File: config.mk
export PLATFORM = sky130hd
export DESIGN_NAME = vga_sync_probe
export DESIGN_NICKNAME = d
export VERILOG_FILES = /design/src/rtl/vga_sync_probe.sv
export SDC_FILE = /design/constraint.sdc
export NUM_CORES = 1
export LEC_CHECK = 0
export ABC_AREA = 0
export CORE_MARGIN = 10
export CORE_UTILIZATION = 49
export DETAILED_ROUTE_END_ITERATION = 7
export HOLD_SLACK_MARGIN = 0.15
export PLACE_DENSITY = 0.77
export SYNTH_ARGS = -nofsm -noshare
export SYNTH_HDL_FRONTEND = slang
export SYNTH_SLANG_ARGS = --single-unit
File: constraint.sdc
create_clock -name clk -period 2.4 [get_ports clk]
set_clock_uncertainty 0.15 [all_clocks]
set_input_delay 0.48 -clock clk [delete_from_list [all_inputs] [get_ports clk]]
set_output_delay 0.48 -clock clk [all_outputs]
set_load 0.02 [all_outputs]
File: src/rtl/vga_sync_probe.sv
// vga_sync_probe: TinyQV peripheral that receives a TinyVGA-ordered stream, measures line and
// frame timing, tracks sync lock and captures the colour of one programmable pixel.
module vga_sync_probe #(
    parameter int CNT_W = 11
) (
    input  logic        clk,
    input  logic        rst,
    input  logic [7:0]  ui_in,
    output logic [7:0]  uo_out,
    input  logic [5:0]  address,
    input  logic [31:0] data_in,
    input  logic [1:0]  data_write_n,
    input  logic [1:0]  data_read_n,
    output logic [31:0] data_out,
    output logic        data_ready,
    output logic        user_interrupt
);
    typedef enum logic [1:0] {
        ST_UNLOCKED = 2'd0,
        ST_CHECK    = 2'd1,
        ST_LOCKED   = 2'd2
    } lock_state_t;

    localparam logic [CNT_W-1:0] CNT_MAX  = {CNT_W{1'b1}};
    localparam logic [CNT_W-1:0] CNT_ZERO = {CNT_W{1'b0}};
    localparam logic [5:0] ADDR_CTRL     = 6'h00;
    localparam logic [5:0] ADDR_SAMPLE_X = 6'h04;
    localparam logic [5:0] ADDR_SAMPLE_Y = 6'h08;
    localparam logic [5:0] ADDR_HTOTAL   = 6'h0C;
    localparam logic [5:0] ADDR_HSYNC_W  = 6'h10;
    localparam logic [5:0] ADDR_VTOTAL   = 6'h14;
    localparam logic [5:0] ADDR_VSYNC_W  = 6'h18;
    localparam logic [5:0] ADDR_SAMPLE   = 6'h1C;
    localparam logic [5:0] ADDR_STATUS   = 6'h3C;

    function automatic logic [CNT_W-1:0] sat_inc(input logic [CNT_W-1:0] v);
        if (v == CNT_MAX) begin
            sat_inc = CNT_MAX;
        end else begin
            sat_inc = v + {{(CNT_W-1){1'b0}}, 1'b1};
        end
    endfunction

    function automatic logic [31:0] zext(input logic [CNT_W-1:0] v);
        zext = {{(32-CNT_W){1'b0}}, v};
    endfunction

    logic [7:0]       in_r;
    logic [7:0]       prev_r;
    logic [3:0]       ctrl_r;
    logic [CNT_W-1:0] sample_x_r;
    logic [CNT_W-1:0] sample_y_r;
    logic [CNT_W-1:0] htotal_r;
    logic [CNT_W-1:0] hsync_w_r;
    logic [CNT_W-1:0] vtotal_r;
    logic [CNT_W-1:0] vsync_w_r;
    logic [CNT_W-1:0] x_cnt_r;
    logic [CNT_W-1:0] y_cnt_r;
    logic             line_err_r;
    logic [5:0]       sample_r;
    logic             sample_valid_r;
    logic             irq_r;
    lock_state_t      state_r;
    lock_state_t      state_nx_s;

    logic en_s, hpol_s, vpol_s, irq_en_s;
    logic hs_now_s, hs_prev_s, vs_now_s, vs_prev_s;
    logic h_asr_s, h_dea_s, v_asr_s, v_dea_s, any_event_s;
    logic wr_s, rd_s, clear_valid_s, sample_hit_s;
    logic frame_ok_s, vt_match_s;
    logic [CNT_W-1:0] x_inc_s, y_inc_s;
    logic [5:0] rgb_s;
    logic unused_s;

    assign en_s     = ctrl_r[0];
    assign hpol_s   = ctrl_r[1];
    assign vpol_s   = ctrl_r[2];
    assign irq_en_s = ctrl_r[3];

    // Polarity bit 0 means the pin idles high and pulses low.
    assign hs_now_s  = in_r[7]   ^ ~hpol_s;
    assign hs_prev_s = prev_r[7] ^ ~hpol_s;
    assign vs_now_s  = in_r[3]   ^ ~vpol_s;
    assign vs_prev_s = prev_r[3] ^ ~vpol_s;

    assign h_asr_s     = en_s &  hs_now_s & ~hs_prev_s;
    assign h_dea_s     = en_s & ~hs_now_s &  hs_prev_s;
    assign v_asr_s     = en_s &  vs_now_s & ~vs_prev_s;
    assign v_dea_s     = en_s & ~vs_now_s &  vs_prev_s;
    assign any_event_s = h_asr_s | h_dea_s | v_asr_s | v_dea_s;

    assign rgb_s = {in_r[2], in_r[6], in_r[1], in_r[5], in_r[0], in_r[4]};

    assign x_inc_s    = sat_inc(x_cnt_r);
    assign y_inc_s    = sat_inc(y_cnt_r);
    assign frame_ok_s = (htotal_r != CNT_ZERO) && (htotal_r != CNT_MAX) && (y_cnt_r != CNT_MAX);
    assign vt_match_s = (y_inc_s == vtotal_r);

    assign wr_s          = (data_write_n != 2'b11);
    assign rd_s          = (data_read_n != 2'b11);
    assign clear_valid_s = (rd_s && address == ADDR_SAMPLE) ||
                           (wr_s && (address == ADDR_SAMPLE_X || address == ADDR_SAMPLE_Y));
    assign sample_hit_s  = en_s && !any_event_s && (x_cnt_r == sample_x_r) && (y_cnt_r == sample_y_r);

    assign uo_out         = 8'h00;
    assign data_ready     = 1'b1;
    assign user_interrupt = irq_r;
    assign unused_s       = &{1'b0, data_in[31:CNT_W]};

    // Input capture and edge-history registers.
    always_ff @(posedge clk) begin
        if (rst) begin
            in_r   <= 8'h00;
            prev_r <= 8'h00;
        end else begin
            in_r   <= ui_in;
            prev_r <= in_r;
        end
    end

    // Bus-writable configuration registers.
    always_ff @(posedge clk) begin
        if (rst) begin
            ctrl_r     <= 4'h0;
            sample_x_r <= CNT_ZERO;
            sample_y_r <= CNT_ZERO;
        end else begin
            if (wr_s && address == ADDR_CTRL) begin
                ctrl_r <= data_in[3:0];
            end
            if (wr_s && address == ADDR_SAMPLE_X) begin
                sample_x_r <= data_in[CNT_W-1:0];
            end
            if (wr_s && address == ADDR_SAMPLE_Y) begin
                sample_y_r <= data_in[CNT_W-1:0];
            end
        end
    end

    // Position counters, timing measurements and per-frame line consistency.
    always_ff @(posedge clk) begin
        if (rst) begin
            x_cnt_r    <= CNT_ZERO;
            y_cnt_r    <= CNT_ZERO;
            htotal_r   <= CNT_ZERO;
            hsync_w_r  <= CNT_ZERO;
            vtotal_r   <= CNT_ZERO;
            vsync_w_r  <= CNT_ZERO;
            line_err_r <= 1'b0;
        end else if (!en_s) begin
            x_cnt_r    <= CNT_ZERO;
            y_cnt_r    <= CNT_ZERO;
            line_err_r <= 1'b0;
        end else begin
            if (h_asr_s) begin
                htotal_r <= x_inc_s;
                x_cnt_r  <= CNT_ZERO;
            end else begin
                x_cnt_r  <= x_inc_s;
            end
            if (h_dea_s) begin
                hsync_w_r <= x_inc_s;
            end
            // A frame start resets the line count even when a line start coincides.
            if (v_asr_s) begin
                vtotal_r <= y_inc_s;
                y_cnt_r  <= CNT_ZERO;
            end else if (h_asr_s) begin
                y_cnt_r  <= y_inc_s;
            end
            if (v_dea_s) begin
                vsync_w_r <= y_inc_s;
            end
            if (v_asr_s) begin
                line_err_r <= 1'b0;
            end else if (h_asr_s && (x_inc_s != htotal_r)) begin
                line_err_r <= 1'b1;
            end
        end
    end

    // Lock state register.
    always_ff @(posedge clk) begin
        if (rst) begin
            state_r <= ST_UNLOCKED;
        end else begin
            state_r <= state_nx_s;
        end
    end

    // Lock next-state: judged at each frame start on the frame just finished.
    always_comb begin
        state_nx_s = state_r;
        if (!en_s) begin
            state_nx_s = ST_UNLOCKED;
        end else if (x_cnt_r == CNT_MAX) begin
            state_nx_s = ST_UNLOCKED;
        end else if (v_asr_s) begin
            case (state_r)
                ST_UNLOCKED: begin
                    if (frame_ok_s) state_nx_s = ST_CHECK;
                    else            state_nx_s = ST_UNLOCKED;
                end
                ST_CHECK: begin
                    if (frame_ok_s && !line_err_r && vt_match_s) state_nx_s = ST_LOCKED;
                    else if (frame_ok_s)                         state_nx_s = ST_CHECK;
                    else                                         state_nx_s = ST_UNLOCKED;
                end
                ST_LOCKED: begin
                    if (frame_ok_s && !line_err_r && vt_match_s) state_nx_s = ST_LOCKED;
                    else                                         state_nx_s = ST_UNLOCKED;
                end
                default: state_nx_s = ST_UNLOCKED;
            endcase
        end else begin
            state_nx_s = state_r;
        end
    end

    // Pixel capture and frame-start interrupt; a new capture or set beats a same-cycle clear.
    always_ff @(posedge clk) begin
        if (rst) begin
            sample_r       <= 6'd0;
            sample_valid_r <= 1'b0;
            irq_r          <= 1'b0;
        end else begin
            if (sample_hit_s) begin
                sample_r       <= rgb_s;
                sample_valid_r <= 1'b1;
            end else if (clear_valid_s) begin
                sample_valid_r <= 1'b0;
            end
            if (v_asr_s && irq_en_s && state_r == ST_LOCKED) begin
                irq_r <= 1'b1;
            end else if (rd_s && address == ADDR_STATUS) begin
                irq_r <= 1'b0;
            end
        end
    end

    // Register read mux.
    always_comb begin
        data_out = 32'h0000_0000;
        case (address)
            ADDR_CTRL:     data_out = {28'h000_0000, ctrl_r};
            ADDR_SAMPLE_X: data_out = zext(sample_x_r);
            ADDR_SAMPLE_Y: data_out = zext(sample_y_r);
            ADDR_HTOTAL:   data_out = zext(htotal_r);
            ADDR_HSYNC_W:  data_out = zext(hsync_w_r);
            ADDR_VTOTAL:   data_out = zext(vtotal_r);
            ADDR_VSYNC_W:  data_out = zext(vsync_w_r);
            ADDR_SAMPLE:   data_out = {26'h000_0000, sample_r};
            ADDR_STATUS:   data_out = {27'h000_0000, state_r, sample_valid_r,
                                       (state_r == ST_LOCKED), irq_r};
            default:       data_out = 32'h0000_0000;
        endcase
    end
endmodule
# Yosys cells after proc, flatten, opt, wreduce, memory -nomap -nowiden
# Index checks and enable logic that the tools add are counted.
[word_totals]
elab_cells = 103
out_inout_bits = 42
reg_bits = 119
in_bits = 52
[op_classes]
n_reduce_logical = 32
bitwise_logic = 22
n_addsub = 2
n_mux = 11
n_eq_ne = 20
[ops]
columns = ["operator", "n"]
rows = [
  ["11-bit one-hot mux with 9 select lines", 1],
  ["11-bit equality test", 3],
  ["6-bit by 5-bit equality test with 1-bit output (second input constant)", 4],
  ["11-bit by 1-bit adder with 11-bit output (second input constant)", 2],
  ["11-bit equality test (second input constant)", 2],
  ["11-bit 2-to-1 mux", 2],
  ["11-bit inequality test (second input constant)", 2],
  ["1-bit logical AND", 16],
  ["6-bit by 4-bit equality test with 1-bit output (second input constant)", 2],
  ["11-bit inequality test", 1],
  ["11-bit nonzero test", 1],
  ["3-bit OR reduction", 3],
  ["1-bit bitwise AND", 8],
  ["2-bit AND reduction", 4],
  ["1-bit inverter", 7],
  ["6-bit by 3-bit equality test with 1-bit output (second input constant)", 1],
  ["6-bit equality test (second input constant)", 1],
  ["6-bit logical NOT", 1],
  ["2-bit one-hot mux with 3 select lines", 1],
  ["1-bit 2-to-1 mux", 5],
  ["2-bit 2-to-1 mux", 2],
  ["2-bit inequality test (second input constant)", 2],
  ["2-bit nonzero test", 2],
  ["1-bit XOR", 4],
  ["6 further kinds", 10],
]

# Logic depth before layout (Yosys ltp)
# Gate-level depths: netlist of the first run.
[depth]
ltp_word = 13
ltp_mapped = 10

# Worst setup path before layout of the first run
# No wires, ideal clock.
[synth_path]
kind = "input port to output port"
startpoint = "input address[2]"
endpoint = "output data_out[1]"
slack_ns = -0.208
arrival_time_ns = 1.978
n_path_buf = 0
required_ns = 1.770
cell_stages = 4
path_cell_list = "or3_1 -> nor4_1 -> a221oi_1 -> nand3_1"
[synth_between]
elab_chain_cells = 2
elab_cells_between_ends = 10
[synth_rtl]
columns = ["element", "line_no", "rtl"]
rows = [
  ["start: declaration", "10", "input logic [5:0] address,"],
  ["6-bit equality test (tied with other cells)", "244", "case (address)"],
  ["11-bit one-hot mux with 9 select lines (*)", "244", ""],
  ["end: declaration", "14", "output logic [31:0] data_out,"],
]
# Every way passes the cells marked *; elsewhere a longest branch is shown, timed or not.

# Worst setup path in the final report of the first run
[layout_path]
startpoint = "input address[4]"
endpoint = "output data_out[4]"
# Same word-level chain as after synthesis.

==> out/results.tsv, run 1 <==
stage	metric	value	unit
setup_path	Worst setup EP type	primary output	
floorplan	die height	129	um
floorplan	die area	16800	um2
final_layout	Nets	894	
cts	Num CTS Buffers	17	
setup_path	flop2flop setup slack	-0.01	ns
hold_path	type of the worst min-delay path	flip-flop to flip-flop	
route	Routed Antenna Nets	0	
setup_path	worst reg2reg path depth	8	
pwr	PwrDens	571	nW/um2
setup_path	required time worst endpoint	1.77	ns
route	WL/cell	21.5	um
status	failing checks	DRC, setup timing	
cts	clock latency on the worst-skew pair	0.42	ns
cts	CTS max path bufs	2	
setup_path	Setup CP Type	input port to primary output	
logic_synthesis	Post-synth EDFFs	0	
cts	H-tree levels	4	
setup_path	crit path DAT	1.83	ns
global_route	pin count of the biggest net entering global routing	89	
logic_synthesis	Syn. warnings	0	
status	outcome	finished, violations left	
final_layout	diodes inserted	0	
route	DRC	1	
timing	RSZ-0062 raised after global routing	yes	
timing	Setup-failing EPs final	9	
global_route	gr usage total	23.7	%
pwr	leakage	2.96	nW
route	router iterations before antenna repair	8	
timing	slack of the critical path	-0.0591	ns
logic_synthesis	Synth Flop Type	dfxtp_1	
floorplan	initial core utilization	50.8	%
placement	Port Buffers	42	
logic_synthesis	syn_area_per_cell	8.16	um2
timing	Fmax	0.407	GHz
logic_synthesis	Mapped Area	5870	um2
logic_synthesis	Unique masters post-synth	65	
setup_path	Max FO, Critical Path	4	
global_route	number of global-route vias before repair	5864	
timing	relative slew slack	39.0	%
timing	Final Hold Violating Endpoints	0	
global_route	first-pass GRT wire length	31.0	mm
final_layout	layout cell share with drive strength beyond 1	27.3	%
setup_path	Critical R2R Launch	y_cnt_r[2]	
final_layout	most frequent cells in the layout	dfxtp_1 (105), nor2_1 (96), buf_4 (91), nand2_1 (88), a21oi_1 (44)	
timing	Slew @ Worst Pin	0.914	ns
floorplan	Die W	129	um
floorplan	# IOs	94	
placement	Detail Placement HPWL	14.0	mm
global_route	initial antenna violation count	0	
floorplan	Core ar.	11600	um2
setup_path	crit path capture	data_out[4]	
cts	Root Driver	clkbuf_16	
logic_synthesis	register bit total from synthesis	113	
floorplan	FP Rows	39	
route	1st-iter DRT viols	956	
setup_path	reg2reg end	sample_r[3]	
global_route	total congestion overflow	0	
timing	hold slack final	0.319	ns
final_layout	area grow syn2layout	36.9	%
cts	hold_buf cts	0	
final_layout	# fillers	822	
placement	Placer Congestion	1.01	
timing	Period minus WS final	2.46	ns
pwr	peak supply drop	0.561	mV
route	Routed WL	21.4	mm
final_layout	most common cell after layout, fill and taps aside	dfxtp_1	
setup_path	startpoint types	input port	
logic_synthesis	post-synthesis sequential area ratio	38.5	%
job	Max Cap Viol	0	
cts	clock-pin slew on the worst setup and hold paths	0.05	ns
cts	CTS tree	built	
timing	Max Slew Vio Count	0	
logic_synthesis	Post-synth ARST share	0	%
cts	clk sink count	113	
route	Via Count	6232	
placement	DP Worst Slack	-1.14	ns
logic_synthesis	Post-Syn Instances	719	
setup_path	crit path launch	address[4]	
route	Via density	6.26	
timing	period utilization	102	%
-- cell type report --
| class | instances | area (um2) | area share [%] |
|---|---|---|---|
| multi-input cells | 551 | 3600 | 44.8 |
| flip-flops and latches | 113 | 2270 | 28.3 |
| repair buffers | 154 | 1410 | 17.5 |
| clock buffers | 22 | 454 | 5.65 |
| well taps | 143 | 179 | 2.23 |
| clock inverters | 10 | 111 | 1.39 |
| inverters | 3 | 11.3 | 0.140 |
-- layer usage --
layer  GRT usage (%)  wire length (um)
met5               0                 0
met3            6.85              2240
met4            13.0              1370
met1            26.3              7540
met2            40.5             10200
-- how the worst min path moves through the flow --
stage / cells past startpoint / from / to
3_3_place_gp: 2 / in_r[5] / sample_r[2]
3_5_place_dp: 2 / in_r[4] / sample_r[0]
5_1_grt: 4 / rst / line_err_r
6_report: 2 / in_r[2] / sample_r[5]
2_1_floorplan: 2 / in_r[4] / sample_r[0]
4_1_cts: 4 / rst / line_err_r
-- flip-flops by register name, indices dropped and copies added (netlist names) --
name            cells
sample_r            6
y_cnt_r            11
hsync_w_r          11
sample_x_r         11
state_r             2
ctrl_r              4
sample_valid_r      1
vtotal_r           11
prev_r              2
vsync_w_r          11
x_cnt_r            11
user_interrupt      1
in_r                8
htotal_r           11
sample_y_r         11
line_err_r          1
-- cell usage after synthesis (all sizes together), types with 7 or more instances --
cell / n / area share (%)
nor2b: 13 / 1.4
o21ai: 7 / 0.60
a211oi: 34 / 4.3
a311oi: 9 / 1.3
a21oi: 46 / 4.0
nor3: 11 / 0.94
dfxtp: 113 / 39
a222oi: 13 / 2.2
and3: 7 / 0.75
buf: 39 / 5.1
nand4: 12 / 1.3
a31oi: 9 / 0.96
and2: 10 / 1.1
a22oi: 10 / 1.3
nand3: 22 / 1.9
nand2: 89 / 5.7
nor2: 99 / 6.4
mux2i: 18 / 3.1
clkbuf: 41 / 2.6
nor4: 10 / 1.3
xnor2: 39 / 5.8
xor2: 8 / 1.2
-- through the flow --
step                util [%]  TNS [ns]  instance area (um2)  power, mW  instances
CTS                     66.6         0                 7710       4.55        987
finish                  69.5    -0.222                 8040       4.59        996
global route            69.5     -2.22                 8040       4.68        996
floorplan                  -         0                 5990       2.07        747
detailed placement      59.0    -14.34                 6830       2.13        937
global placement        59.0    -13.36                 6830       2.12        937
-- power by group --
part / internal [mW] / switching [mW]
clock network: 1.54 / 0.893
logic: 0.102 / 0.150
registers: 1.89 / 0.0104
total: 3.54 / 1.05
-- worst max-delay path, cell delays in order --
cell and delay (ns):
buf_8 0.08, buf_6 0.13, buf_12 0.12, mux2i_4 0.24, nor2_1 0.07, a21oi_1 0.14, nor2_1 0.07, a221oi_2 0.18
nand2_1 0.12, buf_2 0.20
-- repair_timing --
action                                  in CTS  in global routing
cloned                                       4                  1
endpoints found under the setup margin      17                 20
buffers inserted                            14                  8
resized for setup                          133                 69
pin swaps                                   19                 29
-- kinds of logic after synthesis --
logic type	share of synthesized area (%)
AO/OA/AOI/OAI	18.7
XOR/XNOR	7.01
adder cells (fa/ha/maj)	0.426
buffers and inverters	7.89
flip-flops	38.5
multiplexers	3.33
other	0.128
AND/OR/NAND/NOR	24.0
Power figures use the tool's default switching activity.
==> run 2: changes to the inputs <==
- CTS_CLUSTER_SIZE: default -> 8
- GPL_TIMING_DRIVEN: default -> 0
==> run 2 against run 1 <==
Compared with the run above: clock-buffer cell count shrank 4; combinational power up 9.9%; the run ends with setup timing left; sequential share of layout area down 0.27 points; critical endpoint is now state_r[0]; flip-flop and latch count unchanged.
==> out/results.tsv, run 2 (synthesis results as in run 1) <==
stage	metric	value	unit
hold_path	type of the worst min-delay path	flip-flop to flip-flop	
cts	clk sink count	113	
setup_path	Setup CP Type	flip-flop to flip-flop	
cts	hold_buf cts	0	
cts	CTS max path bufs	2	
timing	Max Slew Vio Count	0	
route	1st-iter DRT viols	909	
final_layout	diodes inserted	0	
cts	Root Driver	clkbuf_16	
setup_path	Worst setup EP type	flip-flop	
final_layout	most frequent cells in the layout	nor2_1 (94), dfxtp_1 (91), nand2_1 (87), buf_4 (74), a21oi_1 (42)	
setup_path	Max FO, Critical Path	10	
final_layout	final std cells w/o fill	1005	
pwr	Sw Pwr	1.08	mW
setup_path	crit path DAT	2.59	ns
floorplan	initial core utilization	50.8	%
final_layout	Post-Route Utilization	71.2	%
route	Via Count	6293	
setup_path	worst reg2reg path depth	8	
timing	slack of the critical path	-0.0605	ns
setup_path	Critical R2R Launch	y_cnt_r[1]	
pwr	PwrDens	597	nW/um2
floorplan	die height	129	um
cts	clock-pin slew on the worst setup and hold paths	0.06	ns
global_route	pin count of the biggest net entering global routing	17	
pwr	Internal	3.84	mW
setup_path	crit path capture	state_r[0]	
floorplan	# IOs	94	
cts	Num CTS Buffers	17	
timing	Fmax	0.406	GHz
final_layout	most common cell after layout, fill and taps aside	nor2_1	
route	DRC	0	
floorplan	Core ar.	11600	um2
setup_path	reg2reg end	state_r[0]	
pwr	Pwr Total	4.92	mW
cts	H-tree levels	4	
placement	Port Buffers	41	
job	Max Cap Viol	0	
route	WL/cell	22.0	um
placement	Post-DP Area	6580	um2
placement	Placer Congestion	0.978	
floorplan	Die W	129	um
hold_path	Hold Path Origin	in_r[5]	
timing	final setup TNS	-0.107	ns
route	Via density	6.26	
placement	Detail Placement HPWL	15.0	mm
setup_path	flop2flop setup slack	-0.06	ns
cts	CTS tree	built	
global_route	initial antenna violation count	0	
status	outcome	finished, violations left	
pwr	Clock Power Share	55.9	%
timing	Setup-failing EPs final	4	
route	Routed WL	22.1	mm
pwr	peak supply drop	0.668	mV
timing	relative slew slack	51.3	%
floorplan	FP Rows	39	
final_layout	area grow syn2layout	40.4	%
timing	Slew @ Worst Pin	0.731	ns
global_route	gr usage total	25.1	%
setup_path	required time worst endpoint	2.53	ns
final_layout	Final Cell Area	8240	um2
global_route	number of global-route vias before repair	5853	
pwr	Sw Share	21.9	%
setup_path	startpoint types	flip-flop	
global_route	total congestion overflow	0	
global_route	first-pass GRT wire length	32.6	mm
route	router iterations before antenna repair	8	
final_layout	layout cell share with drive strength beyond 1	29.0	%
status	failing checks	setup timing	
timing	RSZ-0062 raised after global routing	yes	
floorplan	die area	16800	um2
timing	Final Hold Violating Endpoints	0	
pwr	Comb pwr share	5.6	%
route	Routed Antenna Nets	0	
setup_path	crit path launch	y_cnt_r[1]	
timing	period utilization	103	%
placement	placed cells	931	
pwr	leakage	3.03	nW
timing	Period minus WS final	2.46	ns
pwr	Seq pwr share	38.5	%
cts	clock latency on the worst-skew pair	0.42	ns
final_layout	Nets	903	
[run 2: power groups by stage]
stage                     combinational (mW)  sequential [mW]  clock (mW)
after floorplan                        0.139             1.94           0
after global placement                 0.217             1.94           0
after detailed placement               0.219             1.94           0
after CTS                              0.256             1.90        2.76
after global routing                   0.293             1.89        2.86
final                                  0.277             1.89        2.75
[run 2: stage by stage]
step	setup slack, ns	hold WS [ns]
final	-0.0605	0.323
after floorplan	0.00225	0.290
after global placement	-1.46	0.297
after CTS	-0.0329	0.329
after detailed placement	-1.46	0.316
after global routing	-0.108	0.345
[run 2: cell type report]
cell class / count / area [um2]
Fill cell: 856 / 3330
Tap cell: 143 / 179
Clock buffer: 18 / 429
Buffer: 73 / 524
Clock inverter: 14 / 214
Inverter: 3 / 11.3
Timing Repair Buffer: 90 / 838
Multi-Input combinational cell: 551 / 3730
Sequential cell: 113 / 2310
[run 2: timing repair]
action / in CTS / in global routing
pin swaps: 22 / 42
buffers inserted: 27 / 16
cloned: 5 / 1
endpoints found under the setup margin: 45 / 31
gates resized for setup: 193 / 87
[run 2: how the worst min path moves through the flow]
stage / endpoint / slack, ns / cells after the start
after floorplan: sample_r[0] / 0.29 / 2
after global placement: sample_r[3] / 0.30 / 2
after detailed placement: sample_r[2] / 0.32 / 2
after CTS: sample_r[2] / 0.33 / 2
after global routing: sample_r[2] / 0.34 / 2
final: sample_r[2] / 0.32 / 2
[run 2: critical path, stage by stage (launching register included)]
cell and delay, ns:
dfxtp_4 0.40, ha_4 0.18, clkbuf_8 0.19, a31oi_1 0.13, nor2_2 0.25, xor2_1 0.14, or4_4 0.50, o41ai_2 0.27
o31ai_1 0.11
[run 2: routing by layer]
| layer | vias up | part of all wire (%) | track usage, % |
|---|---|---|---|
| li1 | 2781 | - | - |
| met1 | 2929 | 37 | 30.0 |
| met2 | 476 | 46 | 40.6 |
| met3 | 107 | 13 | 8.28 |
| met4 | 0 | 5.3 | 11.0 |
| met5 | - | 0 | 0 |
